### src/rtl/mips_pkg.sv
// Shared constants and the next-PC select encoding for the MIPS fetch path.
package mips_pkg;

  localparam logic [31:0] RESET_PC_DFLT   = 32'h0000_3000;
  localparam logic [31:0] EXC_VECTOR_DFLT = 32'h0000_4180;
  localparam logic [31:0] NOP_WORD_DFLT   = 32'h0000_0000;
  localparam logic [31:0] REGION_SIZE     = 32'h0000_1000;

  typedef enum logic [2:0] {
    NPC_SEQ  = 3'd0,
    NPC_BR   = 3'd1,
    NPC_JMP  = 3'd2,
    NPC_EXC  = 3'd3,
    NPC_ERET = 3'd4,
    NPC_HOLD = 3'd5
  } npc_sel_e;

  // Unsigned subtract folds the lower and upper bound checks into one compare.
  function automatic logic in_region(input logic [31:0] addr, input logic [31:0] base);
    return (addr - base) < REGION_SIZE;
  endfunction

endpackage

### src/rtl/if_npc_sel.sv
// Combinational next-PC priority selector: exception, eret, stall, jump, branch, sequential.
module if_npc_sel
  import mips_pkg::*;
#(
  parameter logic [31:0] EXC_VECTOR = EXC_VECTOR_DFLT
) (
  input  logic        exc_req,
  input  logic        eret_req,
  input  logic        stall,
  input  logic        jmp,
  input  logic        br_taken,
  input  logic [31:0] pc,
  input  logic [31:0] epc,
  input  logic [31:0] jmp_target,
  input  logic [31:0] br_target,
  output npc_sel_e    sel,
  output logic [31:0] next_pc
);

  always_comb begin
    sel     = NPC_SEQ;
    next_pc = pc + 32'd4;
    if (exc_req) begin
      sel     = NPC_EXC;
      next_pc = EXC_VECTOR;
    end else if (eret_req) begin
      sel     = NPC_ERET;
      next_pc = epc;
    end else if (stall) begin
      sel     = NPC_HOLD;
      next_pc = pc;
    end else if (jmp) begin
      sel     = NPC_JMP;
      next_pc = jmp_target;
    end else if (br_taken) begin
      sel     = NPC_BR;
      next_pc = br_target;
    end
  end

endmodule

### src/rtl/if_stage.sv
// Instruction-fetch stage: PC register, IF/ID pipeline register, delay-slot tracking.
// Optional fetch-address fault checking is enabled with the IF_ADDR_CHECK_EN macro.
module if_stage
  import mips_pkg::*;
#(
  parameter logic [31:0] RESET_PC   = RESET_PC_DFLT,
  parameter logic [31:0] EXC_VECTOR = EXC_VECTOR_DFLT,
  parameter logic [31:0] NOP_WORD   = NOP_WORD_DFLT
) (
  input  logic        clk,
  input  logic        rst_n,
  input  logic        stall,
  input  logic        id_is_jb,
  input  logic        br_taken,
  input  logic [31:0] br_target,
  input  logic        jmp,
  input  logic [31:0] jmp_target,
  input  logic        exc_req,
  input  logic        eret_req,
  input  logic [31:0] epc,
  input  logic [31:0] im_dout,
  output logic [29:0] im_addr,
`ifdef IF_ADDR_CHECK_EN
  output logic        if_fault,
  output logic [31:0] if_fault_addr,
`endif
  output logic [31:0] ifid_instr,
  output logic [31:0] ifid_pc,
  output logic [31:0] ifid_pc8,
  output logic        ifid_valid,
  output logic        ifid_bd
);

  logic [31:0] pc_q, pc_d;
  logic [31:0] instr_q, instr_d;
  logic [31:0] ipc_q, ipc_d;
  logic [31:0] ipc8_q, ipc8_d;
  logic        valid_q, valid_d;
  logic        bd_q, bd_d;
  npc_sel_e    sel;
  logic [31:0] next_pc;
  logic        flush;

  if_npc_sel #(
    .EXC_VECTOR(EXC_VECTOR)
  ) u_npc_sel (
    .exc_req   (exc_req),
    .eret_req  (eret_req),
    .stall     (stall),
    .jmp       (jmp),
    .br_taken  (br_taken),
    .pc        (pc_q),
    .epc       (epc),
    .jmp_target(jmp_target),
    .br_target (br_target),
    .sel       (sel),
    .next_pc   (next_pc)
  );

  assign flush = (sel == NPC_EXC) || (sel == NPC_ERET);

`ifdef IF_ADDR_CHECK_EN
  logic        fault_q, fault_d;
  logic [31:0] fault_addr_q, fault_addr_d;
  logic        addr_bad;

  assign addr_bad = (pc_q[1:0] != 2'b00) ||
                    (!in_region(pc_q, RESET_PC) && !in_region(pc_q, EXC_VECTOR));
`endif

  always_comb begin
    pc_d    = next_pc;
    instr_d = instr_q;
    ipc_d   = ipc_q;
    ipc8_d  = ipc8_q;
    valid_d = valid_q;
    bd_d    = bd_q;
    if (flush) begin
      instr_d = NOP_WORD;
      ipc_d   = pc_q;
      ipc8_d  = pc_q + 32'd8;
      valid_d = 1'b0;
      bd_d    = 1'b0;
    end else if (sel != NPC_HOLD) begin
      // Branch/jump redirects keep the word fetched alongside them: it is the delay slot.
      instr_d = im_dout;
      ipc_d   = pc_q;
      ipc8_d  = pc_q + 32'd8;
      valid_d = 1'b1;
      bd_d    = id_is_jb;
    end
`ifdef IF_ADDR_CHECK_EN
    fault_d      = fault_q;
    fault_addr_d = fault_addr_q;
    if (exc_req) begin
      fault_d = 1'b0;
    end else begin
      if (fault_q) pc_d = pc_q;
      if (!flush && (sel != NPC_HOLD) && addr_bad) begin
        fault_d      = 1'b1;
        fault_addr_d = pc_q;
        instr_d      = NOP_WORD;
        valid_d      = 1'b0;
        bd_d         = 1'b0;
        pc_d         = pc_q;
      end
    end
`endif
  end

  always_ff @(posedge clk) begin
    if (!rst_n) begin
      pc_q    <= RESET_PC;
      instr_q <= NOP_WORD;
      ipc_q   <= 32'd0;
      ipc8_q  <= 32'd8;
      valid_q <= 1'b0;
      bd_q    <= 1'b0;
    end else begin
      pc_q    <= pc_d;
      instr_q <= instr_d;
      ipc_q   <= ipc_d;
      ipc8_q  <= ipc8_d;
      valid_q <= valid_d;
      bd_q    <= bd_d;
    end
  end

`ifdef IF_ADDR_CHECK_EN
  always_ff @(posedge clk) begin
    if (!rst_n) begin
      fault_q      <= 1'b0;
      fault_addr_q <= 32'd0;
    end else begin
      fault_q      <= fault_d;
      fault_addr_q <= fault_addr_d;
    end
  end

  assign if_fault      = fault_q;
  assign if_fault_addr = fault_addr_q;
`endif

  assign im_addr    = pc_q[31:2];
  assign ifid_instr = instr_q;
  assign ifid_pc    = ipc_q;
  assign ifid_pc8   = ipc8_q;
  assign ifid_valid = valid_q;
  assign ifid_bd    = bd_q;

endmodule

### config.mk
export PLATFORM = sky130hd
export DESIGN_NAME = if_stage
export DESIGN_NICKNAME = d
export VERILOG_FILES = /design/src/rtl/mips_pkg.sv /design/src/rtl/if_npc_sel.sv /design/src/rtl/if_stage.sv
export SDC_FILE = /design/constraint.sdc
export NUM_CORES = 1
export LEC_CHECK = 0
export CORE_MARGIN = 2
export CORE_UTILIZATION = 44
export DETAILED_ROUTE_END_ITERATION = 7
export PLACE_DENSITY = 0.79
export SYNTH_ARGS = -nofsm -noshare
export SYNTH_HDL_FRONTEND = slang
export SYNTH_SLANG_ARGS = --single-unit
### constraint.sdc
create_clock -name clk -period 2.64 [get_ports clk]
set_clock_uncertainty 0.2 [all_clocks]
set_input_delay 0.528 -clock clk [delete_from_list [all_inputs] [get_ports clk]]
set_output_delay 0.528 -clock clk [all_outputs]
set_load 0.02 [all_outputs]
# After elaboration in Yosys (flattened, before gate mapping)
# Index checks and enable logic that the tools add are counted.
# W data, S select, Z words.
# word_totals
wordCells	33
ff_bits	130
output_inout_bits	128
# classes
mux	14
reduce_logical	4
bitwise_logic	1
addsub	2
n_eq_ne	5
# op_table
cell	n
$mux W32	8
$add A32 B3 Y32 const B	1
$add A32 B4 Y32 const B	1
$mux W15	1
$mux W3	4
$reduce_or A2 Y1	2
$eq A3 B2 Y1 const B	1
$eq A3 B3 Y1 const B	1
$ne A3 B1 Y1 const B	1
$ne A3 B3 Y1 const B	1
$ne A2 B1 Y1 const B	1
$reduce_bool A2 Y1	1
$logic_or A1 B1 Y1	1
$mux W1	1
$not A1 Y1	1

# Depth between registers and ports, before layout
# Gate-level depths: netlist of the first run.
# logic_depth
ltp_word	8
ltp_mapped	8
ltp_nobuf	6

# Cells and area by module
# From an unflattened synthesis of the first run, not the netlist that was laid out.
# unflattened
hier_cells	854
hier_area_um2	6566.3
# by_module_without_submodules
module	seq_area_each_um2	cells_each	area_per_inst_um2	n_inst
if_stage	2542.4	544	4670.7	1
if_npc_sel	0.0	310	1895.6	1

# Least setup slack after synthesis of the first run
# OpenSTA, ideal clock, no wires.
# synth_timing
path_type	register -> register
from	register pc_q[10]
to	register pc_q[26]
n_path_buf	2
setup_ns	0.070
period_less_slack_ns	2.308
stages_incl_launch_ff	8
arrival_ns	2.038
slack_ns	0.332
path_cell_list	dfxtp_1 buf_4 nand4_4 or4_1 buf_6 nor4_4 mux2_1 a21oi_1
# synth_via
elab_chain_len	5
# synth_lines
element	line_no	source
from (decl)	if_stage.sv:34	logic [31:0] pc_q, pc_d;
from (signal assigned)	if_stage.sv:120	pc_q <= pc_d;
$add A32 B3 Y32	if_npc_sel.sv:22	next_pc = pc + 32'd4;
$mux W32	if_npc_sel.sv:35	end else if (br_taken) begin
$mux W32	if_npc_sel.sv:32	end else if (jmp) begin
$mux W32	if_npc_sel.sv:29	end else if (stall) begin
$mux W32	if_npc_sel.sv:26	end else if (eret_req) begin
# No other way between the ends. The select of a mux whose other input is x is not followed.
# A chain may end at the register's enable or synchronous reset.

# Worst setup path in the final report of the first run
# layout_timing
from	register pc_q[5]
to	output im_addr[3]
# layout_rtl
element	line_no	source
to (decl)	if_stage.sv:22	output logic [29:0] im_addr,
# No word-level cell between the ends.

==> results.md, run 1 <==
- Max Cap Violations: 0
- TritonCTS Buffers: 17
- Antenna violations before repair: 0
- PostCTS Resize Cnt: 0
- Hold_buf cts: 0
- Maximum clock insertion buffer count: 2
- I/O pin cnt: between 200 and 300
- Comb pwr share: 17.8%
- Worst Reg-to-Reg Cells: 6
- DR WL/cell: around 18 µm
- Die area: approximately 16000 µm²
- Synthesized area: between 6000 and 7000 µm²
- Total power: 5.48 mW
- Layout cells sized above 1: under 10%
- Internal power: between 3 and 4 mW
- Reg2reg setup slack: around 150 ps
- Dpl ws: -59.6 ps
- Grt total ovfl: 0
- Yosys top cell area share: between 30 and 40%
- Final Wtd Congestion: approximately 0.97
- Synthesized area per cell: between 7 and 8 µm²
- Synth cell count leaders: 178 x nand2_1, 127 x dfxtp_1, 111 x a21oi_1
- Final cell count without fillers: roughly 1300
- Count of different cell masters after synthesis: 61
- Critical path required time: ~1900 ps
- RR Endpoint: ifid_pc8[29]
- Placed cells: about 1300
- Latest clock arrival within the worst-skew pair: 420 ps
- DRT iter0 DRCs: between 800 and 900
- # Post-CTS Setup Buffers: 0
- Critical path class: flop to primary output
- WHS Path Cells: 2
- Minimum clock period: 2490 ps
- Final setup viols: 0
- Synth area leader: dfxtp_1
- Final period utilization: 94.4%
- WL final: 23.4 mm
- Crit path launch type: flop
- Max Fclk: 401 MHz
- Mean number of vias per cell: around 5.6
- Hold Fails Final Rpt: 0
- Clock network power share: between 40% and 50%
- Outcome: completed
- Worst Path Arrival: 1760 ps
- Vias: 7321
- RSZ-0062 raised after global routing: no
- CP endpoint kind: primary output
- Synth Register Bits: approximately 130
- Pin count of the biggest net entering global routing: 46
- Worst-Margin Slew: between 800 and 900 ps
- Gate Count Post-Synth: around 850
- Slew Limit Fails: 0
- Detail Route Antenna Nets: 0
- Sinks on Clock Net: between 100 and 150
- Worst hold start: ifid_instr[25]
- First-pass DRT Iterations: 6
- # diodes: 0
- Seq pwr share: between 30% and 40%
- Core Box Area: 14400 µm²
- Max IR drop VDD: ~0.43 mV
- Ys async rst share: 0%
- Vias in the first global route: 6920
- Number of synthesis warnings: 0
- CP max FO: 8
- Ys flop type: dfxtp_1
- Min-Delay Endpoint: ifid_instr[25]
- Drt drc: 0
- Switch share: 27.0%
- Worst r2r src: pc_q[3]
- P&R area growth vs syn: 56.0%
- Die Width: between 100 and 150 µm
- Register area share after synthesis: between 30 and 40%
- Worst Hold Class: flop to flop
- Most frequent cell after synthesis: nand2_1
- Clk pin slew, worst setup/hold paths: approximately 60 ps
- P_leak: 3.65 nW
- Die height: about 130 µm
- First-pass GRT wire length: between 30 and 40 mm
- Net Switching: between 1 and 1.5 mW
- Initial core utilization: between 40% and 50%
- Final HPWL DP: ~17 mm
- Final WS setup: roughly 150 ps
- Root buf cell: clkbuf_16
- H-tree levels: 4
- Number of flops mapped to enable cells by yosys: 0
- Largest cells by area after synthesis: dfxtp_1 39%, nand2_1 10%, a21oi_1 8.6%, o21ai_0 3.6%, xnor2_1 3.5%
- Nets: between 1000 and 1500
- Port bufs: ~260
- Syn Nets: just under 1000
- Pwr/cell area: around 540 nW/µm²
- FP Rows: 44
- Min Hold Slack: between 200 and 250 ps
- CTS tree: done
- GRT Overall Usage: 29.1%
- Relative slew slack: between 40% and 50%
-- worst max-delay path by stage --
| stage | depth (start not counted) | from | to |
|---|---|---|---|
| floorplan | 7 | pc_q[10] | pc_q[26] |
| global placement | 7 | br_taken | pc_q[22] |
| detailed placement | 7 | br_taken | pc_q[22] |
| CTS | 2 | pc_q[5] | im_addr[3] |
| global route | 6 | pc_q[3] | ifid_pc8[29] |
| finish | 2 | pc_q[5] | im_addr[3] |
-- per-layer routing --
metal | vias up | wire length [µm] | global-route usage (%)
met5 | - | 0 | 0
met4 | 0 | 818 | 12.2
met3 | 65 | 2000 | 4.71
met2 | 434 | 11100 | 47.5
met1 | 3363 | 9550 | 38.4
li1 | 3459 | - | -
-- registers in the layout, summed over array words and instances (netlist names), named ones only --
signal	flops
ifid_pc8	29
ifid_instr	32
ifid_valid	1
ifid_bd	1
ifid_pc	32
pc_q	30
-- power by group through the flow --
| stage | clock, mW | sequential, mW | combinational [mW] |
|---|---|---|---|
| after global routing | 2.54 | 2.08 | 1.04 |
| after CTS | 2.44 | 2.07 | 0.968 |
| after floorplan | 0 | 2.19 | 0.359 |
| after detailed placement | 0 | 2.11 | 0.962 |
| after global placement | 0 | 2.11 | 0.954 |
| final | 2.43 | 2.07 | 0.974 |
-- metrics by stage --
step	TNS (ps)	cell area, µm²	utilization, %
floorplan	0	6450	-
global placement	-79.5	9450	65.5
detailed placement	-196	9450	65.5
CTS	0	10100	69.8
global route	0	10100	69.8
finish	0	10100	69.8
-- critical path, cell delays in order (launching register included) --
cell             delay (ps)
dfxtp_1                 540
buf_4                   210
clkdlybuf4s50_1         600
-- cells by family (layout without fill, tap and decap cells) --
family	after synthesis	after routing	share of synthesized area, %
and+or+nand+nor	326	326	24.3
AOI/OAI and AO/OA	241	241	22.4
DFF	127	127	39.4
buffers and inverters	100	370	6.67
xor gates and xnor gates	41	41	5.57
muxes	8	8	1.30
adders and majority gates	2	2	0.388
-- cell usage in the layout (no fill, tap or decap), types with 4 or more instances in the layout --
cell / netlist / layout
inv_1: 13 / 13
nand2_1: 178 / 178
clkbuf_16: 0 / 17
a31oi_1: 6 / 6
a22oi_1: 8 / 8
dfxtp_1: 127 / 127
o22ai_1: 9 / 9
and3_1: 4 / 4
mux2i_1: 5 / 5
nand4_1: 10 / 10
o21ai_0: 47 / 47
or4_1: 6 / 6
clkdlybuf4s50_1: 0 / 263
a21oi_1: 111 / 111
nor4_1: 4 / 4
a221o_1: 5 / 5
inv_6: 0 / 4
nor2b_1: 11 / 10
buf_4: 8 / 56
xnor2_1: 26 / 26
nand3_1: 17 / 17
and4_1: 5 / 5
a221oi_1: 14 / 14
a211oi_1: 17 / 17
nor4_2: 4 / 4
nor2_1: 47 / 46
nor3_1: 16 / 16
o221ai_1: 4 / 4
buf_12: 0 / 4
xor2_1: 15 / 15
-- final cells by class --
type,instances,area (µm²)
Inverter,15,56.3
Multi-Input combinational cell,618,3490
Sequential cell,127,2540
Timing Repair Buffer,323,3130
Tap cell,184,230
Clock inverter,14,181
Clock buffer,18,429
Fill cell,1174,4360
Note: power is estimated with default switching activity, not from simulation.
==> run 2, diff against run 1 <==
CORE_MARGIN = 5   (was 2)
PLACE_DENSITY = 0.78   (was 0.79)
SETUP_SLACK_MARGIN = 0.5   (was unset)
SYNTH_HIERARCHICAL = 1   (was unset)
==> results.md, run 2 <==
- Worst-Margin Slew: 513 ps (was 833 ps)
- Relative slew slack: 65.8% (was 44.2%)
- Maximum clock insertion buffer count: 2 (unchanged)
- WHS Path Cells: 2 (unchanged)
- Final period utilization: 80.3% (was 94.4%)
- Vias: 7558 (was 7321)
- Minimum clock period: 2120 ps (was 2490 ps)
- Critical path class: flop to primary output (unchanged)
- Core Box Area: 14600 µm² (was 14400 µm²)
- Final Wtd Congestion: 0.909 (was 0.968)
- GRT Overall Usage: 27.3% (was 29.1%)
- Die area: 17500 µm² (was 15600 µm²)
- Final HPWL DP: 18.3 mm (was 17.5 mm)
- Crit path launch type: flop (unchanged)
- Min Hold Slack: 249 ps (about the same)
- Vias in the first global route: 7228 (was 6920)
- Most common cell after layout, fill and taps aside: clkdlybuf4s50_1 (unchanged)
- GRT met1 Usage: 34.7% (was 38.4%)
- Pwr/cell area: 521 nW/µm² (was 544 nW/µm²)
- Worst hold start: ifid_instr[21] (was ifid_instr[25])
- CP top delay family: buffers and inverters (unchanged)
- Largest cells by area after synthesis: dfxtp_1 39%, nand2_1 9.8%, a21oi_1 9.5%, xor2_1 4.9%, o21ai_0 4.1% (was dfxtp_1 39%, nand2_1 10%, a21oi_1 8.6%, o21ai_0 3.6%, xnor2_1 3.5%)
- Max Fclk: 472 MHz (was 401 MHz)
- Ys async rst share: 0% (unchanged)
- Nets: 1295 (was 1240)
- H-tree levels: 4 (unchanged)
- First-pass GRT wire length: 38.8 mm (was 36.9 mm)
- CP endpoint kind: primary output (unchanged)
- Syn Nets: 992 (was 983)
- Grt met3 use: 8.47% (was 4.71%)
- Layout cells sized above 1: 14.8% (was 9.87%)
- Worst Hold Class: flop to flop (unchanged)
- Port bufs: 263 (unchanged)
- Clk pin slew, worst setup/hold paths: 50 ps (was 60 ps)
- Setup TNS: 0 ps (unchanged)
- Placed cells: 1299 (was 1267)
- Drt drc: 0 (unchanged)
- Die height: 132 µm (was 125 µm)
- Mean number of vias per cell: 5.58 (was 5.64)
- Synth cell count leaders: 172 x nand2_1, 127 x dfxtp_1, 125 x a21oi_1 (was 178 x nand2_1, 127 x dfxtp_1, 111 x a21oi_1)
- Reg2reg setup slack: 520 ps (was 150 ps)
- DR WL/cell: 18.9 µm (was 18.0 µm)
- Grt total ovfl: 0 (unchanged)
- P_leak: 4.62 nW (was 3.65 nW)
- Buffers and inverters on the worst path: 1 (was 2)
- FP Rows: 44 (unchanged)
- Sinks on Clock Net: 127 (unchanged)
- Slew Limit Fails: 0 (unchanged)
- Outcome: completed (unchanged)
- Max Cap Violations: 0 (unchanged)
- Most used routing layer: met2 (unchanged)
- First-pass DRT Iterations: 6 (unchanged)
- Final WS setup: 520 ps (was 148 ps)
- Pin count of the biggest net entering global routing: 56 (was 46)
- Yosys top cell area share: 38.7% (was 39.4%)
- Number of flops mapped to enable cells by yosys: 0 (unchanged)
- DRT iter0 DRCs: 705 (was 828)
- Synthesized area: 6570 µm² (was 6450 µm²)
- Worst r2r src: pc_q[6] (was pc_q[3])
- GR Layer Usage met2: 43.8% (was 47.5%)
- Most frequent cell after synthesis: nand2_1 (unchanged)
- Critical path required time: 1910 ps (about the same)
- TritonCTS Buffers: 17 (unchanged)
- Antenna violations before repair: 0 (unchanged)
- WL final: 25.5 mm (was 23.4 mm)
- Crit path cell chain: clkdlybuf4s50_1 (was buf_4, clkdlybuf4s50_1)
- Initial core utilization: 45.0% (was 44.7%)
- Synth area leader: dfxtp_1 (unchanged)
- Ys flop type: dfxtp_1 (unchanged)
- Slowest cell on crit path: clkdlybuf4s50_1 (unchanged)
- Hold Fails Final Rpt: 0 (unchanged)
- Max IR drop VDD: 0.476 mV (was 0.427 mV)
- Final setup viols: 0 (unchanged)
- RSZ-0062 raised after global routing: yes (was no)
- # diodes: 0 (unchanged)
- Die Width: 132 µm (was 125 µm)
- Synthesized area per cell: 7.69 µm² (was 7.64 µm²)
- Crit path largest cell delay: 610 ps (was 600 ps)
- CP max FO: 4 (was 8)
- I/O pin cnt: 264 (unchanged)
- Hold_buf cts: 0 (unchanged)
- Latest clock arrival within the worst-skew pair: 410 ps (was 420 ps)
- Synth Register Bits: 127 (unchanged)
- Total power: 5.61 mW (was 5.48 mW)
- Number of synthesis warnings: 6 (was 0)
- P&R area growth vs syn: 63.9% (was 56.0%)
- Register area share after synthesis: 38.7% (was 39.4%)
- Commonest cells after routing, fill and taps aside: 201 x clkdlybuf4s50_1, 170 x nand2_1, 124 x a21oi_1 (was 263 x clkdlybuf4s50_1, 178 x nand2_1, 127 x dfxtp_1)
- Gate Count Post-Synth: 854 (was 845)
- Worst Path Arrival: 1390 ps (was 1760 ps)
- Count of different cell masters after synthesis: 52 (was 61)
- CTS tree: done (unchanged)
- RR Endpoint: pc_q[30] (was ifid_pc8[29])
- Root buf cell: clkbuf_16 (unchanged)
- Worst Reg-to-Reg Cells: 8 (was 6)
- Detail Route Antenna Nets: 0 (unchanged)
- Final cell count without fillers: 1354 (was 1299)
- Dpl ws: 18.5 ps (was -59.6 ps)
- Min-Delay Endpoint: ifid_instr[21] (was ifid_instr[25])
run 2: kinds of logic (layout without fill, tap and decap cells):
logic type      count (synthesis)  count (layout)  synth area share (%)
simple gates                  333             333                  25.5
flops                         127             127                  38.7
buf+inv                        81             397                  5.03
compound gates                260             260                  23.6
fa+ha+maj                       2               2                 0.381
xor+xnor                       49              49                  6.54
mux                             2               2                 0.305
run 2: layer usage:
layer | part of all wire (%) | vias to the layer above | wire length (µm)
met5 | 0 | - | 0
met4 | 2.8 | 0 | 726
met3 | 10 | 61 | 2540
met2 | 46 | 461 | 11800
met1 | 41 | 3418 | 10500
li1 | - | 3618 | -
run 2: worst max path at each step:
| stage | start | end | slack [ps] | cells after the start |
|---|---|---|---|---|
| after global routing | pc_q[20] | pc_q[29] | 420 | 6 |
| after CTS | pc_q[24] | im_addr[22] | 360 | 1 |
| after detailed placement | eret_req | ifid_pc8[3] | 20 | 10 |
| after global placement | eret_req | ifid_pc8[3] | 50 | 9 |
| after floorplan | eret_req | ifid_pc[30] | 350 | 13 |
| final | pc_q[6] | im_addr[4] | 520 | 1 |
run 2: repair_timing:
item | CTS | global route
cloned | 1 | 2
resized for setup | 46 | 47
setup buffers | 11 | 9
pin swaps | 5 | 17
endpoints found under the hold margin | 0 | 0
endpoints found under the setup margin | 65 | 142
run 2: where the power goes:
group	internal, mW	leakage (nW)	switching (mW)	total (mW)
Sequential	2.03	1.05	0.0807	2.11
Clock	1.52	0.290	0.802	2.32
Combinational	0.578	3.28	0.603	1.18
Total	4.13	4.62	1.49	5.61
run 2: area by class of cell:
type,count,area (µm²)
Clock buffer,27,514
Clock inverter,5,75.1
Fill cell,1136,3820
Inverter,14,57.6
Multi-Input combinational cell,646,3810
Sequential cell,127,2590
Tap cell,184,230
Timing Repair Buffer,351,3490
run 2: per-stage QoR:
step           util [%]  cell area, µm²
6_report           73.8           10800
2_1_floorplan         -            6770
4_1_cts            72.0           10500
3_5_place_dp       67.4            9830
3_3_place_gp       67.4            9830
5_1_grt            73.8           10800
